===== src/rtl/hsrx_pkg.sv =====
// hsrx_pkg: shared state encoding and constants for the HS receive path
package hsrx_pkg;
  typedef enum logic [1:0] {
    IDLE      = 2'd0,
    ZERO_HUNT = 2'd1,
    SYNC_HUNT = 2'd2,
    LOCKED    = 2'd3
  } state_t;
  localparam logic [7:0] HS_SYNC_BYTE = 8'hB8;
  localparam int BITS_PER_CLK = 2;
endpackage


===== src/rtl/hsrx_sync_matcher.sv =====
// hsrx_sync_matcher: compares both bit-alignment windows against the sync byte
module hsrx_sync_matcher (
  input  logic [15:7] sr_nxt,
  input  logic [7:0]  sync_word,
  output logic        match0,
  output logic        match1
);
  assign match0 = sr_nxt[15:8] == sync_word;
  assign match1 = sr_nxt[14:7] == sync_word;
endmodule


===== src/rtl/hsrx_deser_sync.sv =====
// hsrx_deser_sync: HS-zero/sync detection, byte-boundary lock and deserialization
module hsrx_deser_sync
  import hsrx_pkg::*;
#(
  parameter int         ZERO_BITS    = 8,
  parameter logic [7:0] SYNC_WORD    = HS_SYNC_BYTE,
  parameter logic [5:0] SYNC_TIMEOUT = 6'd40
) (
  input  logic       RxDDRClkHS,
  input  logic       RxRst,
  input  logic       deserializer_en,
  input  logic [1:0] DinPair,
  output logic       Zero_Detected,
  output logic       SyncDetected,
  output logic [7:0] RxByte_HS,
  output logic       RxByteValid,
  output logic       AlignOffset,
  output logic       ErrSotSyncHS
);
  state_t      state;
  logic [15:9] sr;
  logic [15:7] sr_nxt;
  logic [4:0]  zc;
  logic [4:0]  zc_nxt;
  logic [5:0]  zsum;
  logic [5:0]  tmo;
  logic [5:0]  tmo_nxt;
  logic [1:0]  phase;
  logic        match0;
  logic        match1;
  // only the history bits that either window can still reach are kept
  assign sr_nxt  = {DinPair[1], DinPair[0], sr[15:9]};
  assign zsum    = {1'b0, zc} + 6'd2;
  assign zc_nxt  = DinPair[1] ? 5'd0 : DinPair[0] ? 5'd1 : zsum[5] ? 5'd31 : zsum[4:0];
  assign tmo_nxt = tmo + 6'd1;
  hsrx_sync_matcher u_match (
    .sr_nxt   (sr_nxt),
    .sync_word(SYNC_WORD),
    .match0   (match0),
    .match1   (match1)
  );
  always_ff @(posedge RxDDRClkHS) begin
    if (RxRst) begin
      state         <= IDLE;
      sr            <= '0;
      zc            <= '0;
      tmo           <= '0;
      phase         <= '0;
      Zero_Detected <= 1'b0;
      SyncDetected  <= 1'b0;
      RxByte_HS     <= 8'h00;
      RxByteValid   <= 1'b0;
      AlignOffset   <= 1'b0;
      ErrSotSyncHS  <= 1'b0;
    end else if (!deserializer_en) begin
      state         <= IDLE;
      sr            <= '0;
      zc            <= '0;
      tmo           <= '0;
      phase         <= '0;
      Zero_Detected <= 1'b0;
      SyncDetected  <= 1'b0;
      RxByteValid   <= 1'b0;
      AlignOffset   <= 1'b0;
      ErrSotSyncHS  <= 1'b0;
    end else begin
      sr           <= sr_nxt[15:9];
      zc           <= zc_nxt;
      SyncDetected <= 1'b0;
      RxByteValid  <= 1'b0;
      ErrSotSyncHS <= 1'b0;
      case (state)
        IDLE: state <= ZERO_HUNT;
        ZERO_HUNT:
          if (zc_nxt >= 5'(ZERO_BITS)) begin
            state         <= SYNC_HUNT;
            Zero_Detected <= 1'b1;
            tmo           <= '0;
          end
        SYNC_HUNT: begin
          tmo <= tmo_nxt;
          if (match0 || match1) begin
            state         <= LOCKED;
            AlignOffset   <= !match0;
            SyncDetected  <= 1'b1;
            Zero_Detected <= 1'b0;
            phase         <= '0;
          end else if (tmo_nxt == SYNC_TIMEOUT) begin
            state         <= ZERO_HUNT;
            ErrSotSyncHS  <= 1'b1;
            Zero_Detected <= 1'b0;
            zc            <= '0;
            tmo           <= '0;
          end
        end
        LOCKED: begin
          phase <= phase + 2'd1;
          if (phase == 2'd3) begin
            RxByte_HS   <= AlignOffset ? sr_nxt[14:7] : sr_nxt[15:8];
            RxByteValid <= 1'b1;
          end
        end
      endcase
    end
  end
endmodule

===== config.mk =====
export PLATFORM = sky130hd
export DESIGN_NAME = hsrx_deser_sync
export DESIGN_NICKNAME = d
export VERILOG_FILES = /design/src/rtl/hsrx_pkg.sv /design/src/rtl/hsrx_sync_matcher.sv /design/src/rtl/hsrx_deser_sync.sv
export SDC_FILE = /design/constraint.sdc
export NUM_CORES = 1
export LEC_CHECK = 0
export CAP_MARGIN = 20
export CORE_MARGIN = 2
export CORE_UTILIZATION = 30
export DETAILED_ROUTE_END_ITERATION = 8
export GPL_ROUTABILITY_DRIVEN = 0
export SKIP_LAST_GASP = 1
export SYNTH_ARGS = -nofsm -noshare
export SYNTH_HDL_FRONTEND = slang
export SYNTH_HIERARCHICAL = 1
export SYNTH_SLANG_ARGS = --single-unit

===== constraint.sdc =====
create_clock -name RxDDRClkHS -period 1.7 [get_ports RxDDRClkHS]
set_input_delay 0.34 -clock RxDDRClkHS [delete_from_list [all_inputs] [get_ports RxDDRClkHS]]
set_output_delay 0.34 -clock RxDDRClkHS [all_outputs]
set_load 0.05 [all_outputs]

Yosys cells after proc, flatten, opt, wreduce, memory -nomap -nowiden
Cells that the tools add are included.

Bits in registers: 35. Output and inout bits: 13.

$add $sub $neg: 3. Magnitude comparators: 1. Equality and inequality tests: 10. Mux-type cells: 24. Bitwise logic cells: 3. Reductions and logical operators: 16.

Operator list (number): $mux W5 (6); $mux W6 (3); $eq A8 B8 Y1 const B (2); $pmux W6 S2 (1); $reduce_and A3 Y1 (3); $mux W2 (4); $mux W8 (1); $add A5 B2 Y6 const B (1); $add A6 B1 Y6 const B (1); $eq A2 B2 Y1 const B (3); $eq A6 B6 Y1 const B (1); $mux W1 (6); $pmux W2 S3 (1); $reduce_and A2 Y1 (3); $reduce_or A3 Y1 (2); $ge A5 B4 Y1 const B (1); $ne A2 B2 Y1 const B (2); $pmux W2 S2 (1); $reduce_bool A2 Y1 (2); $reduce_or A4 Y1 (1); $ne A3 B3 Y1 const B (1); $not A1 Y1 (3); $reduce_bool A3 Y1 (1); $add A2 B1 Y2 const B (1); 6 further kinds (6).

Longest topological paths before layout
Gate-level depths: netlist of the first run.

Depth in word-level cells: 7. Gate-level depth with buffers: 8.

Cells and area by module
Netlist of the first run, hierarchy kept.

Modules (own cells, without submodules): hsrx_deser_sync (times used 1, cells each 166, area an instance 1541.5 um^2); hsrx_sync_matcher (times used 1, cells each 22, area an instance 172.7 um^2).

Worst setup path before layout of the first run
OpenSTA, ideal clock, no wires.

Path type: flip-flop to flip-flop. Start: register sr[12] in the netlist's numbering. End: register zc[4]. Data arrival time: 1.612 ns. Slack: 0.015 ns. Stages on the path, launching flop included: 9. Path buffers: 0. Period minus slack after synthesis: 1.685 ns. Cell sequence: dfxtp_1 xnor2_1 nand4_1 nor2_1 nor2_1 nand2_1 nor3_2 or4_4 nor3_2.

Longest elaborated chain between the ends: 4.

RTL lines: from (decl) (RTL line hsrx_deser_sync.sv:21) `logic [15:9] sr;`; from (signal assigned) (RTL line hsrx_deser_sync.sv:67) `sr <= sr_nxt[15:9];`; $eq A8 B8 Y1 (RTL line hsrx_sync_matcher.sv:9) `assign match1 = sr_nxt[14:7] == sync_word;`; named net match1 (RTL line hsrx_deser_sync.sv:30) `logic match1;`; $logic_or A1 B1 Y1 (RTL line hsrx_deser_sync.sv:82) `if (match0 || match1) begin`; $mux W5 (RTL line hsrx_deser_sync.sv:82); $mux W5 (RTL line hsrx_deser_sync.sv:72) `case (state)`; to (signal assigned) (RTL line hsrx_deser_sync.sv:68) `zc <= zc_nxt;`; to (decl) (RTL line hsrx_deser_sync.sv:23) `logic [4:0] zc;`.

The timed path passes the listed nets, and every way through them passes these cells. A chain may end at the register's enable or synchronous reset.

Worst setup path after layout of the first run
Start: register zc[2]. End: register tmo[0].

Longest elaborated chain between the ends: 7.

RTL lines: $add A5 B2 Y6 (RTL line hsrx_deser_sync.sv:33) `assign zsum = {1'b0, zc} + 6'd2;`; $mux W5 (3 in series) (RTL line hsrx_deser_sync.sv:34) `assign zc_nxt = DinPair[1] ? 5'd0 : DinPair[0] ? 5'd1 : zsum[5] ? 5'd31 : zsum[4:0];`; $ge A5 B4 Y1 (RTL line hsrx_deser_sync.sv:75) `if (zc_nxt >= 5'(ZERO_BITS)) begin`; $ne A2 B2 Y1 (no line); $reduce_and A2 Y1 (no line); to (signal assigned) (RTL line hsrx_deser_sync.sv:81) `tmo <= tmo_nxt;`; to (decl) (RTL line hsrx_deser_sync.sv:26) `logic [5:0] tmo;`.

Every way passes these cells.

==> impl_metrics.json, run 1 <==
{
  "syn_to_final_growth_pct": 48.32,
  "arrival_ns": 1.95,
  "core-area_um2": 5507,
  "htree_levels": 2,
  "p_sw_frac": 0.2435,
  "port_buffers": 17,
  "hold_ws_ns": 0.4741,
  "drc_errors": 0,
  "grt_pass1_wl_mm": 6.775,
  "grt_max_degree": 18,
  "critPathLaunchType": "register",
  "die_w_um": 79.59,
  "power_frac_seq": 0.506,
  "maxCapViolations": 0,
  "finalClockSkew_ns": 0.007720,
  "crit_fanout": 3,
  "diodes": 0,
  "hold_violations": 0,
  "rows": 27,
  "ios": 18,
  "die_area_um2": 6335,
  "drt-pass1-iter-count": 6,
  "nets": 273,
  "antenna_found_initial": 0,
  "drtIter0Drc": 68,
  "rsz0062_at_grt": "true",
  "p_per_area_nw_per_um2": 627.5,
  "critPathBufInv": 2,
  "syn_area_per_cell_um2": 9.118,
  "fmax_ghz": 0.5795,
  "num_vias": 1565,
  "grt_use_total": 0.1381,
  "yosysSeqAreaShare": 0.3971,
  "synthFlopType": "dfxtp_1",
  "finalCritPeriodShare": 1.015,
  "start_util": 0.3113,
  "synth-edff-count": 0,
  "fin_crit_ns": 1.726,
  "wl_per_cell_um": 12.11,
  "status": "complete, but fails checks",
  "final_util": 0.4617,
  "syn_inst": 188,
  "cp_slowest_cell": "or4_1",
  "synth_cell_types": 40,
  "p_int_w": 0.001207,
  "clkTransAtPathRegs_ns": 0.07,
  "cts-root-buf": "clkbuf_8",
  "cp_common_cell": "buf_4",
  "dp_hpwl_mm": 2.796,
  "ys_async_sr_fraction": 0,
  "max-clock-path-buffers": 2,
  "cts_tree": "yes",
  "crit_type": "register to register",
  "fillers": 530,
  "pwr-share-comb": 0.100,
  "peakVddDrop_uv": 291.2,
  "drt_wl_total_mm": 4.046,
  "cts_buffers": 5,
  "clockPowerShare": 0.395,
  "reg2reg_setup_slack_ns": -0.03,
  "worstSkewPairLatency_ns": 0.29,
  "violations": "negative setup slack",
  "mappedNetlistArea_um2": 1714,
  "ant_nets": 0,
  "overflow": 0,
  "min_path_type": "register to register",
  "end_kind": "register",
  "die_y_um": 79.59,
  "critical_path.top_delay_family": "simple AND/OR/NAND/NOR gates",
  "worst_slack_ns": -0.02563,
  "power.switching_w": 0.0003885,
  "p_leak_nw": 0.9773,
  "slew_violations": 0,
  "slowest_delay_ns": 0.49,
  "critPathRequiredTime_ns": 1.93,
  "finalSetupViolCount": 2,
  "grt_pass1_vias": 1457,
  "worstPathCellList": "ha_4 -> nor3_2 -> buf_4 -> o31ai_4 -> buf_4 -> nand2_1 -> or4_1 -> a21oi_2",
  "synth-seq-cells": 34,
  "yosys_warnings": 6,
  "cts.sinks": 34,
  "final_layout_size_suffix_gt1_frac": 0.3855,
  "vias_per_cell": 4.686
}
[area by class of cell]
class,instances,area [um^2],area share
repair buffers,59,475.5,0.1870
inverters,6,22.52,0.008858
well taps,72,90.09,0.03543
flip-flops and latches,34,698.2,0.2746
clock inverters,1,5.005,0.001969
multi-input cells,155,1165,0.4582
clock buffers,7,86.33,0.03396
[power groups by stage]
stage	registers (W)	clock network, W	logic (W)
finish	0.000807	0.000630	0.000159
detailed placement	0.000827	0	0.000136
floorplan	0.000830	0	0.0000751
CTS	0.000809	0.000644	0.000143
global placement	0.000827	0	0.000136
global route	0.000807	0.000680	0.000174
[sequential cells by signal, indices dropped and copies added, names as in the netlist]
signal,flops
phase,2
ErrSotSyncHS,1
RxByte_HS,8
RxByteValid,1
AlignOffset,1
tmo,6
SyncDetected,1
state,2
sr,7
zc,4
Zero_Detected,1
[worst register-to-register path, delay by kind of cell (launching register included)]
kind	cells	cell delay, ns
fa+ha+maj	1	0.14
flops	1	0.35
buf+inv	2	0.29
compound gates	2	0.30
simple gates	3	0.59
[metrics by stage]
step	std cells	setup TNS [ns]	setup slack, ns	instance area (um^2)	total power, W
after floorplan	202	0	0.01495	1767	0.0009050
after global placement	317	-5.715	-0.4680	2241	0.0009633
after detailed placement	317	-6.191	-0.5344	2241	0.0009636
after CTS	331	-0.2374	-0.05329	2427	0.001595
after global routing	334	-0.6175	-0.1142	2542	0.001662
final	334	-0.02796	-0.02563	2542	0.001595
[layer usage]
layer,track usage,up-vias,wire length [um],share of wire
li1,-,811,-,-
met1,0.1768,722,1839,0.45
met2,0.2210,29,1983,0.49
met3,0.03733,3,181,0.045
met4,0.05172,0,41,0.010
met5,0,-,0,0
[worst paths after layout]
kind            start       end  depth (start not counted)
max             zc[2]    tmo[0]                          8
min          phase[0]  phase[0]                          2
max reg2reg     zc[2]    tmo[0]                          8
min reg2reg  phase[0]  phase[0]                          2
[cell families after synthesis]
kind of cell,synth area share
buf+inv,0.02847
simple gates,0.2212
fa+ha+maj,0.05109
compound gates,0.1635
flops,0.3971
xor+xnor,0.08175
mux,0.05256
other cells,0.004381
[Yosys cell counts, types with 2 or more instances]
library cell | count | area (um^2)
nand2_1 | 9 | 33.78
nor2_1 | 21 | 78.83
o21bai_1 | 2 | 15.01
a31oi_1 | 2 | 12.51
clkbuf_1 | 7 | 26.28
nor2b_1 | 3 | 18.77
nand3_1 | 6 | 30.03
mux2i_1 | 9 | 90.09
a211oi_1 | 9 | 67.56
nor3_2 | 2 | 20.02
xnor2_1 | 16 | 140.1
dfxtp_1 | 34 | 680.7
nor3_1 | 3 | 15.01
o21ai_0 | 4 | 20.02
nand4_1 | 6 | 37.54
a21oi_1 | 7 | 35.03
ha_1 | 7 | 87.58
conb_1 | 2 | 7.510
and2_1 | 9 | 56.30
and3_1 | 2 | 12.51
inv_1 | 6 | 22.52
nor4_1 | 3 | 18.77
a32oi_1 | 2 | 17.52
[cell usage in the layout (no fill, tap or decap), types with 4 or more instances in the layout]
cell type,Yosys,layout
clkbuf_8,0,6
inv_1,6,6
ha_1,7,6
and2_1,9,7
dfxtp_1,34,26
nor2_1,21,18
mux2i_1,9,9
a211oi_1,9,9
nand2_1,9,8
nor2_2,1,4
nand4_1,6,6
dfxtp_2,0,5
xnor2_2,0,7
a21oi_1,7,5
buf_4,0,53
xnor2_1,16,9
conb_1,2,16
nand3_1,6,6
[what timing repair did]
action                                  in CTS  in global routing
resized for setup                           20                 19
pin swaps                                   13                 19
hold buffers                                 0                  0
endpoints found under the setup margin      14                 14
setup buffers                                6                  3
Power figures use the tool's default switching activity.
==> run 2, diff against run 1 <==
TNS_END_PERCENT = 30   (was default)
==> run 2 against run 1 <==
  * The flow still finishes with violations (negative setup slack)
  * Die area did not move
  * Routed wire length fell by 0.35%
  * Largest power group unchanged
  * Worst setup slack improved by 0.0027 ns
  * Critical path depth did not move
  * Critical path type unchanged
  * Flip-flop and latch count did not move
  * Cell count fell by 0.60%
  * First-iteration DRC count rose by 12%
  * Critical endpoint unchanged
  * Largest cell class unchanged
==> impl_metrics.json, run 2 (synthesis gave the netlist of run 1 again) <==
{
  "layout_commonest_cell": "buf_4",
  "critPathLaunchType": "register",
  "hold_violations": 0,
  "finalSetupViolCount": 5,
  "drt-pass1-iter-count": 4,
  "drc_errors": 0,
  "die_y_um": 79.59,
  "ios": 18,
  "wl_per_cell_um": 12.14,
  "crit_type": "register to register",
  "final_cells": 332,
  "violations": "negative setup slack",
  "grt_pass1_vias": 1435,
  "worst_slack_ns": -0.02292,
  "max-clock-path-buffers": 2,
  "rows": 27,
  "hold_depth": 2,
  "fin_crit_ns": 1.723,
  "die_area_um2": 6335,
  "core-area_um2": 5507,
  "start_util": 0.3113,
  "grt_pass1_wl_mm": 6.665,
  "total_power_w": 0.001588,
  "htree_levels": 2,
  "hp-start": "phase[0]",
  "pwr-share-comb": 0.097,
  "register_area_um2": 698.2,
  "r2r-start": "zc[2]",
  "p_leak_nw": 0.9584,
  "min_path_type": "register to register",
  "cts_tree": "yes",
  "grt_use_total": 0.1357,
  "status": "complete, but fails checks",
  "reg2reg_setup_slack_ns": -0.02,
  "drt_wl_total_mm": 4.032,
  "vias_per_cell": 4.627,
  "hold_ws_ns": 0.4723,
  "fillers": 538,
  "diodes": 0,
  "p_sw_frac": 0.2424,
  "dp_hpwl_mm": 2.796,
  "final_layout_size_suffix_gt1_frac": 0.3538,
  "peakVddDrop_uv": 287.2,
  "crit_fanout": 3,
  "finalClockSkew_ns": 0.005222,
  "overflow": 0,
  "p_per_area_nw_per_um2": 637.9,
  "holdPathEnd": "phase[0]",
  "port_buffers": 17,
  "drtIter0Drc": 76,
  "finalCritPeriodShare": 1.013,
  "slew_violations": 0,
  "cts_buffers": 5,
  "antenna_found_initial": 0,
  "regMostFlops": "RxByte_HS",
  "cts.sinks": 34,
  "maxCapViolations": 0,
  "power_frac_seq": 0.508,
  "arrival_ns": 1.95,
  "cts-root-buf": "clkbuf_8",
  "fmax_ghz": 0.5804,
  "multiInputGateArea_um2": 1127,
  "rsz0062_at_grt": "true",
  "tns_ns": -0.05486,
  "critPathRequiredTime_ns": 1.93,
  "dp.cells": 317,
  "end_kind": "register",
  "final_area_um2": 2490,
  "die_w_um": 79.59,
  "p_int_w": 0.001203,
  "mostFrequentLayoutCells": "buf_4 (51), dfxtp_1 (26), nor2_1 (18)",
  "syn_to_final_growth_pct": 45.26,
  "placed_area_um2": 2241,
  "largest_reg_flops": 8,
  "clockPowerShare": 0.395,
  "cp-startpoint": "zc[2]",
  "reg.largest.list": "RxByte_HS (8), sr (7), tmo (6)",
  "nets": 271,
  "worstSkewPairLatency_ns": 0.29,
  "ant_nets": 0,
  "power.switching_w": 0.0003849,
  "grt_max_degree": 18,
  "reg2reg_depth": 8,
  "num_vias": 1536,
  "clkTransAtPathRegs_ns": 0.07,
  "r2r-end": "tmo[0]"
}
## run 2: what timing repair did
action,in CTS,in global routing
setup endpoints to repair,14,14
setup buffers,5,2
pin swaps,10,7
resized for setup,19,11
hold buffers,0,0
## run 2: worst max-delay path by stage
stage               endpoint  slack (ns)
floorplan              zc[4]        0.01
global placement       zc[4]       -0.47
detailed placement     zc[4]       -0.53
CTS                    zc[3]       -0.05
global route           zc[3]       -0.12
finish                tmo[0]       -0.02
## run 2: per-layer routing
| layer | GRT usage | share of wire | routed length, um |
|---|---|---|---|
| met1 | 0.1747 | 0.45 | 1827 |
| met4 | 0.05172 | 0.0094 | 38 |
| met5 | 0 | 0 | 0 |
| met2 | 0.2151 | 0.48 | 1944 |
| met3 | 0.03733 | 0.055 | 222 |
## run 2: critical path, cell delays in order, from the launching register on
cell and delay, ns:
dfxtp_2 0.35, ha_4 0.14, nor3_1 0.04, buf_4 0.13, o31ai_4 0.18, buf_4 0.15
nand2_1 0.06, or4_1 0.49, a21oi_2 0.12
## run 2: through the flow
stage	worst slack, ns	utilization
6_report	-0.02292	0.4522
5_1_grt	-0.1236	0.4522
4_1_cts	-0.05343	0.4383
3_5_place_dp	-0.5344	0.4070
3_3_place_gp	-0.4680	0.4070
2_1_floorplan	0.01495	-
## run 2: power by group through the flow
stage | clock network, W | logic, W | registers [W]
6_report | 0.000627 | 0.000155 | 0.000807
5_1_grt | 0.000680 | 0.000169 | 0.000807
4_1_cts | 0.000644 | 0.000142 | 0.000809
3_5_place_dp | 0 | 0.000136 | 0.000827
3_3_place_gp | 0 | 0.000136 | 0.000827
2_1_floorplan | 0 | 0.0000751 | 0.000830
## run 2: cell type report
type,instances,area share
multi-input combinational,155,0.4528
inverter,6,0.009045
sequential,34,0.2804
timing repair buffer,57,0.1849
clock buffer,7,0.03467
clock inverter,1,0.002010
tap,72,0.03618
==> run 3, diff against run 2 <==
ABC_CLOCK_PERIOD_IN_PS = 1700   (was default)
CTS_CLUSTER_DIAMETER = 40   (was default)
==> results of run 3 <==
The final DEF is identical to that of run 2; final timing and power are the same.
